## src/rtl/mem_write_checker_entry_match.sv

```systemverilog
`default_nettype none
// ---------------------------------------------------------------------------
// mem_write_checker_entry_match : bus vs. expected-table compare with priority
// Revision: 1.0
// ---------------------------------------------------------------------------
module mem_write_checker_entry_match #(
  parameter int WIDTH   = 32,
  parameter int DEPTH   = 4,
  parameter int IDXBITS = 2,
  parameter int ORDERED = 1
) (
  input  logic [WIDTH-1:0]            i_adr,
  input  logic [WIDTH-1:0]            i_data,
  input  logic [DEPTH-1:0]            i_valid,
  input  logic [DEPTH-1:0]            i_matched,
  input  logic [DEPTH-1:0][WIDTH-1:0] i_tab_adr,
  input  logic [DEPTH-1:0][WIDTH-1:0] i_tab_data,
  output logic                        o_hit,
  output logic [IDXBITS-1:0]          o_hit_idx
);

  logic w_taken;

  // Ordered mode locks onto the first pending entry whether or not it matches;
  // unordered mode takes the first pending entry that matches.
  always_comb begin
    o_hit     = 1'b0;
    o_hit_idx = '0;
    w_taken   = 1'b0;
    for (int i = 0; i < DEPTH; i++) begin
      if (i_valid[i] && !i_matched[i] && !w_taken) begin
        if (ORDERED != 0) begin
          w_taken   = 1'b1;
          o_hit     = (i_tab_adr[i] == i_adr) && (i_tab_data[i] == i_data);
          o_hit_idx = IDXBITS'(i);
        end else if ((i_tab_adr[i] == i_adr) && (i_tab_data[i] == i_data)) begin
          w_taken   = 1'b1;
          o_hit     = 1'b1;
          o_hit_idx = IDXBITS'(i);
        end
      end
    end
  end

endmodule
`default_nettype wire

```

## config.mk

```make
export PLATFORM = sky130hd
export DESIGN_NAME = mem_write_checker_entry_match
export DESIGN_NICKNAME = d
export VERILOG_FILES = /design/src/rtl/mem_write_checker_entry_match.sv
export SDC_FILE = /design/constraint.sdc
export NUM_CORES = 1
export LEC_CHECK = 0
export ABC_CLOCK_PERIOD_IN_PS = 3050
export BUFFER_PORTS_ARGS = -buffer_cell sky130_fd_sc_hd__buf_2
export CORE_AREA = 2 2 128 130
export DETAILED_ROUTE_END_ITERATION = 6
export DIE_AREA = 0 0 130 132
export PLACE_DENSITY_LB_ADDON = 0.1
export SLEW_MARGIN = 0
export SYNTH_ARGS = -nofsm -noshare
export SYNTH_HDL_FRONTEND = slang
export SYNTH_SLANG_ARGS = --single-unit
```

## constraint.sdc

```tcl
create_clock -name vclk -period 3.05
set_input_delay 0.7625 -clock vclk [all_inputs]
set_output_delay 0.7625 -clock vclk [all_outputs]
set_load 0.05 [all_outputs]
```

==> After elaboration in Yosys (flattened, before gate mapping) <==
Cells that the tools add are included.
{ "word_totals": {"reg_bits": 0, "in_bits": 328, "out_inout_bits": 3, "word_cells": 36} }
{ "classes": {"eq_ne": 8, "n_mux": 10, "n_reduce_logical": 18} }
{ "op_table": {"columns": ["operator", "n"], "rows": [
  ["32-bit == test", 8],
  ["1-bit logical AND", 11],
  ["1-bit 2-to-1 mux", 8],
  ["1-bit logical NOT", 7],
  ["2-bit 2-to-1 mux", 2]
]} }

==> Logic depth before layout (Yosys ltp) <==
{ "depth": {"depth_word": 12, "ltp_mapped": 7, "ltp_nobuf": 6} }

==> Worst setup path before layout <==
OpenSTA, ideal clock, no wires.
{ "synth_path": {"path_kind": "input port to output port", "from": "input port i_adr[17]", "to": "output port o_hit", "t_arrival_ns": 2.387, "required_time_ns": 2.288, "slack_ns": -0.099, "stages": 7, "path_buffers": 1, "cell_sequence": "buf_6 xnor2_2 nand4_1 nor4_1 nand4_1 or4_1 nand4_1"} }
{ "synth_between": {"elab_chain_len": 6, "elab_cells_between_ends": 12, "classes_between": "eq/ne: 4; mux: 4; reduce/logical: 4"} }
{ "synth_lines": {"columns": ["item", "line", "rtl"], "rows": [
  ["start, declared", "12", "input logic [WIDTH-1:0] i_adr,"],
  ["32-bit == test", null, null],
  ["1-bit logical AND", null, null],
  ["1-bit 2-to-1 mux (3 in a row)", "31", "if (i_valid[i] && !i_matched[i] && !w_taken) begin"],
  ["1-bit 2-to-1 mux (*)", "31", null],
  ["end, declared", "18", "output logic o_hit,"]
]} }
Every way passes the cells marked *; elsewhere a longest branch is shown, timed or not.

==> Worst setup path after layout <==
{ "layout_path": {"from": "input port i_adr[12]", "to": "output port o_hit"} }
The elaborated chain is that of the path after synthesis.

==> flow_summary.toml <==
[timing]
period_minus_slack_ns = 3.30
final_max_slew_viol_count = 0
tightest_slew_ns = 0.426
worst_slack_ns = -0.254
period_share_pct = 108
finalHoldViolCount = 0
fmax_mhz = 303
setup_viol = 1
slew_headroom_pct = 71.4
whs_ns = 2.07
rsz0062_at_grt = "true"
setup_tns_ns = -0.254

[final_layout]
final_layout_size_suffix_gt1_share_pct = 59.6
final_core_util_pct = 37.5
final_nets = 1110
nFlopsAndLatches = 0
final_cell_count_no_fill = 998
design_area_sq_um = 5890
multi_input_area_sq_um = 3150
clkbuf_count = 0
seq_area_sq_um = 0
area_growth_syn_to_layout_pct = 101
fill_cells = 1731

[place]
placed_cells = 993
portBuffers = 331
placedInstanceArea_sq_um = 5510
hpwl_um = 18600
gp_congestion = 0.853
pre_cts_slack_ns = -0.493

[die]
die_y_um = 132
core_sq_um = 15700
start_util_pct = 18.7
die-area_sq_um = 17200
num_rows = 46
io_pins = 331
die_x_um = 130

[logic_synthesis]
yosysSeqAreaShare_pct = 0
netlist.area_leader.share_pct = 38.8
ys_warn_count = 0
synthesis.nets = 696
yosys.area.top_type = "xnor2_1"
syn-cell-area_sq_um = 2930
syn_area_per_cell_sq_um = 7.97
synthCells = 368
yosys-top-cells-area = "xnor2_1 39%, xor2_1 35%, nand4_1 8.7%"
synthDistinctLibCells = 23

[global_routing]
first_global_vias = 4728
overflow = 0
grt_pass1_wl_um = 28000
grt_max_degree = 5
antenna_found_initial = 2
track_usage_pct = 22.4

[setup_path]
worstSetupStartpointType = "primary input"
cp.arrival_ns = 2.54
crit_type = "primary input to output pin"
setup.worst_path.end_class = "output pin"
cp_max_fo = 3
cp.required_ns = 2.29
startpoint = "i_adr[12]"

[route]
dr.first_iter.drc_count = 118
detail-route-antenna-nets = 0
drc = 0
viasPerCell = 4.18
wl_per_cell_um = 20.1
firstDrtPassIters = 4
num_vias = 4169
wirelength_um = 20000

[power_and_ir_drop]
leakage_nw = 2.78
totalPowerFinal_mw = 0.848
vdd_drop_max_uv = 71.5
power.density_nw_per_um2 = 144

[run_status]
violations = "setup timing"
status = "complete, but fails checks"

[run]
cap_violations = 0

[worst_hold_path]
holdCritPathClass = "primary input to output pin"
hp-start = "i_valid[0]"
==> cells by family after synthesis <==
logic type	count (synthesis)	share of synthesized area (%)
simple gates	98	20.6
compound gates	5	1.28
xor+xnor	251	75.7
buf+inv	14	2.39
==> timing repair <==
| item | in CTS | in global routing |
|---|---|---|
| hold buffers | 0 | 0 |
| buffers inserted | 0 | 3 |
| pin swaps | 14 | 23 |
| setup endpoints to repair | 1 | 1 |
| gates resized for setup | 26 | 40 |
| endpoints found under the hold margin | 0 | 0 |
==> layout make-up <==
class / count / area share, %
Multi-Input combinational cell: 354 / 53.4
Inverter: 5 / 0.319
Tap cell: 216 / 4.59
Antenna cell: 2 / 0.0850
Timing Repair Buffer: 421 / 41.6
==> placed cells by master, fill, tap and decap left out <==
master / n
nor4_2: 17
nor4_1: 17
clkbuf_4: 2
buf_2: 314
buf_12: 2
nand3b_1: 1
diode_2: 2
nand4_1: 41
nor3_2: 2
nand2_1: 3
buf_6: 11
xor2_2: 3
xnor2_2: 16
nand4b_1: 1
nand2b_1: 2
o22ai_1: 2
nor4b_2: 1
nor4_4: 2
o2bb2ai_1: 1
nand3_1: 3
buf_8: 1
buf_4: 91
xor2_1: 115
and2b_2: 1
nand3_2: 2
nor2b_1: 1
nor3_1: 2
a22oi_1: 1
xnor2_1: 117
a221oi_1: 1
or4_1: 2
inv_1: 5
==> metal layers <==
metal	GRT usage, %	share of wire (%)
met2	44.5	54
met4	2.03	1.3
met1	25.2	38
met3	3.65	7.1
met5	0	0
==> worst max-delay path: stages <==
cell     delay, ns
buf_2         0.15
buf_12        0.14
xor2_1        0.15
nor4_2        0.26
nand4_1       0.20
or4_1         0.56
nand4_1       0.15
buf_12        0.15
==> final timing paths <==
| path | cells past startpoint | slack (ns) | end |
|---|---|---|---|
| max | 8 | -0.25 | o_hit |
| min | 5 | 2.07 | o_hit_idx[0] |
==> report_power, final <==
group            total [mW]  leakage [nW]  internal (mW)  switching [mW]
Sequential                0             0              0               0
Combinational         0.848          2.78          0.454           0.394
Clock          0.0000000876     0.0000127   0.0000000876               0
==> cell usage after synthesis (2+ instances only) <==
cell type / count
xnor2_1: 130
xor2_1: 118
nand4_1: 41
nor4_1: 36
clkbuf_1: 5
inv_1: 5
nand3_1: 5
nor3_1: 4
nand2_1: 3
xnor2_2: 3
buf_2: 2
buf_6: 2
nand2b_1: 2
o22ai_1: 2
or4_1: 2
(Power assumes the default switching activity.)
